`src/rtl/datapath_sequencer.sv`:
```
// datapath_sequencer: expands one operation request (LOADI, ALU, STORE,
// ALU_STORE) into the multi-cycle control sequence for the register-file /
// ALU / RAM datapath. All outputs are registered from the current state, so
// each control word appears one cycle after the FSM enters its state.
module datapath_sequencer #(
    parameter int unsigned ALU_TIMEOUT = 16,
    parameter logic [4:0]  FS_PASS     = 5'b01000
) (
    input  logic       clk,
    input  logic       reset,
    input  logic       start,
    input  logic [1:0] op,
    input  logic [4:0] fs_in,
    input  logic       cin_in,
    input  logic [4:0] dst,
    input  logic [4:0] srcA,
    input  logic [4:0] srcB,
    input  logic       stat,
    input  logic       Cout,
    output logic       busy,
    output logic       done,
    output logic       error,
    output logic       carry,
    output logic       Cin,
    output logic       RegWrite,
    output logic       RAMWrite,
    output logic       MUXSelect,
    output logic       InSelect,
    output logic       ALUstart,
    output logic [4:0] FS,
    output logic [4:0] wrAddr,
    output logic [4:0] rdAddrA,
    output logic [4:0] rdAddrB
);

    typedef enum logic [2:0] {
        S_IDLE, S_LOADW, S_EXEC, S_WB, S_SSETUP, S_SWR, S_DONE, S_ERR
    } state_t;

    typedef enum logic [1:0] {
        OP_LOADI = 2'b00, OP_ALU = 2'b01, OP_STORE = 2'b10, OP_ALU_STORE = 2'b11
    } op_t;

    localparam int unsigned   CW       = $clog2(ALU_TIMEOUT + 1);
    localparam logic [CW-1:0] CNT_LAST = CW'(ALU_TIMEOUT - 1);

    state_t        r_state, w_next;
    op_t           r_op;
    logic [4:0]    r_fs, r_dst, r_srcA, r_srcB;
    logic          r_cin;
    logic [CW-1:0] r_cnt;
    logic [4:0]    w_ssrc;

    // decoded control word for the current state (registered below)
    logic       w_done, w_error, w_cin, w_regwrite, w_ramwrite, w_insel, w_alustart;
    logic [4:0] w_fs, w_wraddr, w_rda, w_rdb;

    // Store source: STORE reads srcA, ALU_STORE stores its own result (dst)
    assign w_ssrc = (r_op == OP_STORE) ? r_srcA : r_dst;

    // State register, request latches and EXEC wait counter
    always_ff @(posedge clk or negedge reset) begin
        if (!reset) begin
            r_state <= S_IDLE;
            r_op    <= OP_LOADI;
            r_fs    <= '0;
            r_cin   <= 1'b0;
            r_dst   <= '0;
            r_srcA  <= '0;
            r_srcB  <= '0;
            r_cnt   <= '0;
        end else begin
            r_state <= w_next;
            if (r_state == S_IDLE && start) begin
                r_op   <= op_t'(op);
                r_fs   <= fs_in;
                r_cin  <= cin_in;
                r_dst  <= dst;
                r_srcA <= srcA;
                r_srcB <= srcB;
            end
            if (r_state == S_EXEC) r_cnt <= r_cnt + 1'b1;
            else                   r_cnt <= '0;
        end
    end

    // Next-state logic
    always_comb begin
        w_next = r_state;
        case (r_state)
            S_IDLE: begin
                if (start) begin
                    case (op_t'(op))
                        OP_LOADI: w_next = S_LOADW;
                        OP_STORE: w_next = S_SSETUP;
                        default:  w_next = S_EXEC;
                    endcase
                end
            end
            S_LOADW:  w_next = S_DONE;
            S_EXEC: begin
                if (stat)                  w_next = S_WB;
                else if (r_cnt == CNT_LAST) w_next = S_ERR;
            end
            S_WB:     w_next = (r_op == OP_ALU_STORE) ? S_SSETUP : S_DONE;
            S_SSETUP: w_next = S_SWR;
            S_SWR:    w_next = S_DONE;
            default:  w_next = S_IDLE;
        endcase
    end

    // Control word decode per state
    always_comb begin
        w_done     = 1'b0;
        w_error    = 1'b0;
        w_cin      = 1'b0;
        w_regwrite = 1'b0;
        w_ramwrite = 1'b0;
        w_insel    = 1'b0;
        w_alustart = 1'b0;
        w_fs       = '0;
        w_wraddr   = '0;
        w_rda      = '0;
        w_rdb      = '0;
        case (r_state)
            S_LOADW: begin
                w_wraddr   = r_dst;
                w_regwrite = 1'b1;
            end
            S_EXEC: begin
                w_alustart = 1'b1;
                w_fs       = r_fs;
                w_cin      = r_cin;
                w_rda      = r_srcA;
                w_rdb      = r_srcB;
                w_insel    = 1'b1;
            end
            S_WB: begin
                w_fs       = r_fs;
                w_cin      = r_cin;
                w_rda      = r_srcA;
                w_rdb      = r_srcB;
                w_insel    = 1'b1;
                w_wraddr   = r_dst;
                w_regwrite = 1'b1;
            end
            S_SSETUP: begin
                w_fs       = FS_PASS;
                w_rda      = w_ssrc;
                w_alustart = 1'b1;
            end
            S_SWR: begin
                w_fs       = FS_PASS;
                w_rda      = w_ssrc;
                w_alustart = 1'b1;
                w_ramwrite = 1'b1;
            end
            S_DONE:  w_done  = 1'b1;
            S_ERR:   w_error = 1'b1;
            default: ;
        endcase
    end

    // Registered outputs; busy tracks the state being entered so it is exact
    always_ff @(posedge clk or negedge reset) begin
        if (!reset) begin
            busy      <= 1'b0;
            done      <= 1'b0;
            error     <= 1'b0;
            carry     <= 1'b0;
            Cin       <= 1'b0;
            RegWrite  <= 1'b0;
            RAMWrite  <= 1'b0;
            MUXSelect <= 1'b0;
            InSelect  <= 1'b0;
            ALUstart  <= 1'b0;
            FS        <= '0;
            wrAddr    <= '0;
            rdAddrA   <= '0;
            rdAddrB   <= '0;
        end else begin
            busy      <= (w_next != S_IDLE);
            done      <= w_done;
            error     <= w_error;
            if (r_state == S_EXEC && stat) carry <= Cout;
            Cin       <= w_cin;
            RegWrite  <= w_regwrite;
            RAMWrite  <= w_ramwrite;
            MUXSelect <= 1'b0;
            InSelect  <= w_insel;
            ALUstart  <= w_alustart;
            FS        <= w_fs;
            wrAddr    <= w_wraddr;
            rdAddrA   <= w_rda;
            rdAddrB   <= w_rdb;
        end
    end

endmodule

```
`config.mk`:
```
export PLATFORM = sky130hd
export DESIGN_NAME = datapath_sequencer
export DESIGN_NICKNAME = d
export VERILOG_FILES = /design/src/rtl/datapath_sequencer.sv
export SDC_FILE = /design/constraint.sdc
export NUM_CORES = 1
export LEC_CHECK = 0
export CELL_PAD_IN_SITES_DETAIL_PLACEMENT = 2
export CELL_PAD_IN_SITES_GLOBAL_PLACEMENT = 2
export CORE_MARGIN = 2
export CORE_UTILIZATION = 34
export DETAILED_ROUTE_END_ITERATION = 16
export MAX_ROUTING_LAYER = met4
export PLACE_DENSITY_LB_ADDON = 0.3
export SYNTH_ARGS = -nofsm -noshare
export SYNTH_HDL_FRONTEND = slang
export SYNTH_SLANG_ARGS = --single-unit
```
`constraint.sdc`:
```
create_clock -name clk -period 2.4 [get_ports clk]
set_input_delay 0.6 -clock clk [delete_from_list [all_inputs] [get_ports clk]]
set_output_delay 0.6 -clock clk [all_outputs]
set_load 0.01 [all_outputs]
```
==> results.py, run 1 <==
metrics = {
    "status": {
        "status": "finished with violations",
        "failed_checks": "DRC",
    },
    "clock_network": {
        "clk_latency_ns": 0.33,
        "ctsHoldBuffers": 0,
        "ctsLongestPathBuffers": 2,
        "cts_sinks": 60,
        "cts.clk_slew.worst_paths_ns": 0.07,
        "numCtsBuffers": 9,
        "cts_resized": 0,
        "clockRootBuffer": "clkbuf_8",
        "h-tree-depth": 3,
        "postCtsSetupBuffers": 0,
        "cts_tree": "yes",
    },
    "setup_path": {
        "reg2regPathDepth": 6,
        "worstPathRequired_ns": 1.80,
        "worstPathCellList": "clkdlybuf4s50_1",
        "rrSetupSlack_ns": 0.81,
        "path_delay_family": "buffers and inverters",
        "cp-start-kind": "flop",
        "worstSetupPathType": "reg -> out",
        "cpPeakStageDelay_ns": 0.54,
        "critical_path_arrival_ns": 1.20,
        "r2r-end": "r_state[0]$_DFF_PN0_",
        "cp_num_buf_inv": 1,
        "crit_slowest_cell": "clkdlybuf4s50_1",
        "r2r_start": "r_cnt[0]$_DFF_PN0_",
        "crit_fanout": 1,
        "cp-end-kind": "primary output",
    },
    "timing": {
        "drv_slew": 0,
        "hold_violations": 0,
        "rsz0062_at_grt": "false",
        "finalSetupViolations": 0,
        "relSlewSlack_pct": 60.89,
        "max_freq_ghz": 0.5540,
        "layout_min_cycle_time_ns": 1.805,
        "finClkSkew_ns": 0.01130,
        "worst_slew_pin_slew_ns": 0.5855,
        "holdWs_ns": 0.2942,
        "finalCritPeriodShare_pct": 75.20,
        "tns_ns": 0,
    },
    "placed_design": {
        "dpl.hpwl_um": 3849,
        "gp_congestion": 0.7700,
        "io_buffer_count": 56,
    },
    "route": {
        "top_layer": "met4",
        "ant_nets": 0,
        "drcViolationCount": 3,
        "wl_per_cell_um": 17.35,
        "firstDrtPassIters": 12,
        "routed-wl-met3_um": 238,
        "wl_met1_um": 2187,
        "via_count": 1481,
        "drt_iter0_drc": 42,
        "vias_per_cell": 4.824,
        "wl_met2_um": 2793,
        "routed_wl_um": 5326,
    },
    "synth": {
        "synth_top_area_share_pct": 66.08,
        "syn-instance-count": 165,
        "synth_ff_type": "dfrtp_1",
        "synth_top_family_by_area": "multiplexers",
        "synth.area.top_cells": "dfrtp_1 66%, mux2_1 9.9%, and2_1 4.1%, mux2i_1 2.2%, mux2_2 2.0%",
        "synth_compound_area_share_pct": 3.744,
        "yosys.area.top_type": "dfrtp_1",
        "synthArstFlopShare_pct": 100.0,
        "syn_nets": 195,
        "synth_xor_area_share_pct": 0.7709,
        "synth.most_common_cell": "dfrtp_1",
        "syn_area_per_cell_um2": 13.77,
        "synth_mux_area_share_pct": 14.10,
        "synthSimpleGateAreaFrac_pct": 10.74,
        "synth_seq_cells": 60,
        "yosysSeqAreaShare_pct": 66.08,
        "synth_common_cells": "60 x dfrtp_1, 20 x mux2_1, 15 x and2_1",
        "synth_fa_ha_area_share_pct": 1.101,
        "yosysWarnings": 0,
        "synth_area_mm2": 0.002272,
        "ys_types": 29,
        "synth_edf_count": 0,
    },
    "global_routing": {
        "track_usage_pct": 16.57,
        "grt_max_degree": 32,
        "grt_pass1_wl_um": 8832,
        "grt_pass1_vias": 1718,
        "grt_overflow": 0,
        "antenna_found_initial": 0,
    },
    "finish": {
        "nFillCells": 611,
        "area_growth_pct": 35.02,
        "diodes": 0,
        "drive_above_1_share_pct": 10.00,
        "nets": 257,
    },
    "floorplan": {
        "pin_count": 58,
        "core_region_area_mm2": 0.006422,
        "start_util_pct": 35.38,
        "die_area_mm2": 0.007353,
        "die_w_um": 85.75,
        "die_height_um": 85.75,
        "placementRows": 29,
    },
    "power": {
        "power.leakage_nw": 1.372,
        "power_density_mw_per_mm2": 1207,
        "irDropWorstVdd_v": 0.0004687,
    },
    "run": {
        "cap_violations": 0,
    },
    "min_path": {
        "hold_path_class": "in -> async",
    },
}
[metrics by stage]
stage	util [%]	power, mW	instance area, um^2	worst slack [ns]	instances
final	47.77	3.704	3068	0.5951	307
after CTS	47.77	3.774	3068	0.5641	307
after global placement	45.31	2.880	2910	0.3550	293
after global routing	47.77	3.975	3068	0.5388	307
after detailed placement	45.31	3.002	2910	0.3072	293
after floorplan	-	2.332	2272	0.8328	165
[flip-flops by register name (all words and copies together) (netlist names), 2 cells and up]
register and cells:
rdAddrA 5, rdAddrB 5, r_op 2, FS 5
wrAddr 5, r_fs 5, r_dst 5, r_srcB 5
r_cnt 5, r_state 3, r_srcA 5
[cells in the final DEF (no fill, tap or decap), types with 3 or more instances in the layout]
cell	instances
mux2i_1	5
nand2b_1	3
clkbuf_8	10
mux2_1	20
and3_1	4
buf_4	3
nand2_1	9
mux2_2	4
dfrtp_1	60
and2_1	15
inv_1	5
clkdlybuf4s50_1	55
nor2_1	7
o21ai_0	7
[where the power goes]
part | switching [mW] | leakage [nW] | internal, mW
logic | 0.561 | 0.534 | 0.703
clock network | 0.357 | 0.0783 | 0.390
registers | 0.263 | 0.760 | 1.43
[area by class of cell]
class / count / area [um^2] / area share [%]
sequential: 60 / 1501 / 48.94
multi-input combinational: 91 / 695.7 / 22.68
tap: 77 / 96.34 / 3.140
timing repair buffer: 60 / 598.1 / 19.49
clock buffer: 12 / 145.1 / 4.731
inverter: 5 / 18.77 / 0.6117
clock inverter: 2 / 12.51 / 0.4078
[cell families (layout without fill, tap and decap cells)]
family	count (synthesis)	count (layout)
buf+inv	14	79
compound gates	14	14
fa+ha+maj	2	2
xor+xnor	2	2
flops	60	60
simple gates	43	43
other cells	1	1
mux	29	29
[worst max path at each step]
stage | from | endpoint | slack, ns | depth (start not counted)
2_1_floorplan | start | r_cin$_DFFE_PN0P_ | 0.83 | 3
3_3_place_gp | start | r_srcB[1]$_DFFE_PN0P_ | 0.35 | 4
3_5_place_dp | start | r_srcB[1]$_DFFE_PN0P_ | 0.31 | 4
4_1_cts | rdAddrA[4]$_DFF_PN0_ | rdAddrA[4] | 0.56 | 1
5_1_grt | FS[4]$_DFF_PN0_ | FS[4] | 0.54 | 1
6_report | rdAddrA[2]$_DFF_PN0_ | rdAddrA[2] | 0.60 | 1
[layer usage]
metal | up-vias | global-route usage [%]
li1 | 667 | -
met1 | 755 | 18.95
met2 | 48 | 28.05
met3 | 11 | 3.561
met4 | 0 | 7.215
met5 | - | -
Power figures use the tool's default switching activity.
==> run 2, diff against run 1 <==
--- a/config.mk
+++ b/config.mk
@@ -8,7 +8,7 @@
 export CELL_PAD_IN_SITES_DETAIL_PLACEMENT = 2
 export CELL_PAD_IN_SITES_GLOBAL_PLACEMENT = 2
 export CORE_MARGIN = 2
-export CORE_UTILIZATION = 34
+export CORE_UTILIZATION = 29
 export DETAILED_ROUTE_END_ITERATION = 16
 export MAX_ROUTING_LAYER = met4
 export PLACE_DENSITY_LB_ADDON = 0.3
==> constraint.sdc (replaced) <==
create_clock -name clk -period 1.6 [get_ports clk]
set_input_delay 0.4 -clock clk [delete_from_list [all_inputs] [get_ports clk]]
set_output_delay 0.4 -clock clk [all_outputs]
set_load 0.01 [all_outputs]
==> run 2 against run 1 <==
The run now ends clean. Non-clock buffer count rose by 5. Sequential power rose by 44%. Power rose by 48%. Die area rose by 16%. Utilization fell by 6.7 points. First-iteration DRC count fell by 55%. Cell count rose by 10%. Combinational power rose by 45%. Worst hold slack got worse by 0.23 ns. Clock-buffer cell count fell by 1. Register-to-register slack got worse by 0.68 ns. Critical endpoint is now r_dst[4]$_DFFE_PN0P_. Highest routed layer unchanged.
==> results.py, run 2 (synthesis results as in run 1) <==
metrics = {
    "status": {
        "status": "complete, no violations",
    },
    "global_routing": {
        "antenna_found_initial": 0,
        "grt_pass1_vias": 1658,
        "grt_overflow": 0,
        "grt_pass1_wl_um": 8431,
        "grt_max_degree": 61,
        "track_usage_pct": 13.65,
    },
    "timing": {
        "drv_slew": 0,
        "finalCritPeriodShare_pct": 97.37,
        "finalWorstSetupSlack_ns": 0.04216,
        "hold_violations": 0,
        "max_freq_ghz": 0.6419,
        "layout_min_cycle_time_ns": 1.558,
        "finalSetupViolations": 0,
        "holdWs_ns": 0.06273,
        "tns_ns": 0,
        "finClkSkew_ns": 0.008486,
        "rsz0062_at_grt": "false",
    },
    "floorplan": {
        "die_area_mm2": 0.008559,
        "die_w_um": 92.52,
        "start_util_pct": 29.71,
        "die_height_um": 92.52,
        "pin_count": 58,
        "placementRows": 32,
        "core_region_area_mm2": 0.007647,
    },
    "power": {
        "power_switching_mw": 1.778,
        "seq_power_share_pct": 44.4,
        "power.leakage_nw": 1.538,
        "power_frac_comb_pct": 33.4,
        "p_clk_share_pct": 22.2,
        "irDropWorstVdd_v": 0.0006233,
        "power_density_mw_per_mm2": 1751,
        "p_sw_share_pct": 32.34,
        "p_int_mw": 3.720,
    },
    "clock_network": {
        "h-tree-depth": 3,
        "clk_latency_ns": 0.33,
        "cts.clk_slew.worst_paths_ns": 0.07,
        "postCtsSetupBuffers": 0,
        "cts_tree": "yes",
        "ctsLongestPathBuffers": 2,
        "cts_sinks": 60,
        "numCtsBuffers": 9,
        "ctsHoldBuffers": 0,
        "clockRootBuffer": "clkbuf_8",
    },
    "route": {
        "drt_iter0_drc": 19,
        "wl_per_cell_um": 14.94,
        "routed_wl_um": 5051,
        "top_layer": "met4",
        "routed-wl-met3_um": 292,
        "firstDrtPassIters": 2,
        "wl_met1_um": 2142,
        "ant_nets": 0,
        "via_count": 1476,
        "wl_met2_um": 2552,
        "vias_per_cell": 4.367,
        "drcViolationCount": 0,
    },
    "placed_design": {
        "placed_cell_area_mm2": 0.002992,
        "io_buffer_count": 56,
        "dpl.hpwl_um": 3486,
        "dp.cells": 323,
        "gp_congestion": 0.6776,
        "pre_cts_ws_ns": -0.2932,
    },
    "finish": {
        "drive_above_1_share_pct": 13.14,
        "diodes": 0,
        "nets": 262,
        "layout.cells.non_filler": 338,
        "layout_commonest_cell": "dfrtp_1",
        "layout_common_cells": "60 x dfrtp_1, 27 x dlygate4sd2_1, 26 x clkdlybuf4s50_1",
        "nFillCells": 776,
        "area_growth_pct": 38.16,
        "design_area_mm2": 0.003139,
    },
    "setup_path": {
        "worstSetupPathType": "in -> reg",
        "cp_num_buf_inv": 2,
        "critical_path_arrival_ns": 1.76,
        "cpPeakStageDelay_ns": 0.50,
        "worstPathRequired_ns": 1.80,
        "worstPathCellList": "clkdlybuf4s50_1 > nor4b_4 > buf_12 > mux2_1",
        "cp-end-kind": "flop",
        "crit_fanout": 24,
        "path_delay_family": "buffers and inverters",
        "rrSetupSlack_ns": 0.13,
        "cp-start-kind": "input port",
        "crit_slowest_cell": "clkdlybuf4s50_1",
    },
    "run": {
        "cap_violations": 0,
    },
    "min_path": {
        "hold_path_class": "in -> async",
    },
}
==> run 2: changes by cell type in the layout (fill, tap and decap cells not counted), sizes merged <==
cell and change:
clkdlybuf4s50 -29, dlygate4sd2 +27, buf +5, dlymetal6s2s +2
clkbuf -1, clkinv +1, clkinvlp +1
==> run 2: worst paths after layout <==
kind                                    start                   end  cells after the start
hold / removal                          reset   wrAddr[3]$_DFF_PN0_                      2
max in group asynchronous               reset    r_cnt[2]$_DFF_PN0_                      2
min in group clk           r_cnt[0]$_DFF_PN0_    r_cnt[0]$_DFF_PN0_                      1
hold reg to reg            r_cnt[0]$_DFF_PN0_    r_cnt[0]$_DFF_PN0_                      1
setup / recovery                        start  r_dst[4]$_DFFE_PN0P_                      4
setup reg to reg           r_cnt[0]$_DFF_PN0_  r_state[2]$_DFF_PN0_                      5
==> run 2: layout make-up <==
class                      instances  area [um^2]  share of cell area (%)
timing repair buffer              65        619.3                   19.73
clock inverter                     4        25.02                  0.7971
clock buffer                      11        151.4                   4.823
tap                              102        127.6                   4.065
inverter                           5        18.77                  0.5978
multi-input combinational         91        695.7                   22.16
sequential                        60         1501                   47.83
==> run 2: power groups by stage <==
stage	combinational (mW)	clock, mW	sequential [mW]
final	1.83	1.22	2.44
after global routing	2.06	1.35	2.53
after floorplan	0.975	0	2.52
after CTS	1.90	1.27	2.47
after global placement	2.00	0	2.47
after detailed placement	2.07	0	2.50
==> run 2: stage by stage <==
stage / util (%) / total power [mW]
floorplan: - / 3.498
global placement: 39.12 / 4.463
detailed placement: 39.12 / 4.569
CTS: 40.98 / 5.642
global route: 41.05 / 5.943
finish: 41.05 / 5.498
==> run 2: metal layers <==
layer / vias to the layer above / track usage, %
li1: 677 / -
met4: 0 / 5.597
met5: - / -
met1: 754 / 15.75
met2: 41 / 21.78
met3: 4 / 4.801
==> run 2: timing repair <==
item	4_1_cts	5_1_grt
gates resized for setup	27	2
pin swaps	0	0
hold endpoints to repair	0	0
setup endpoints to repair	27	2
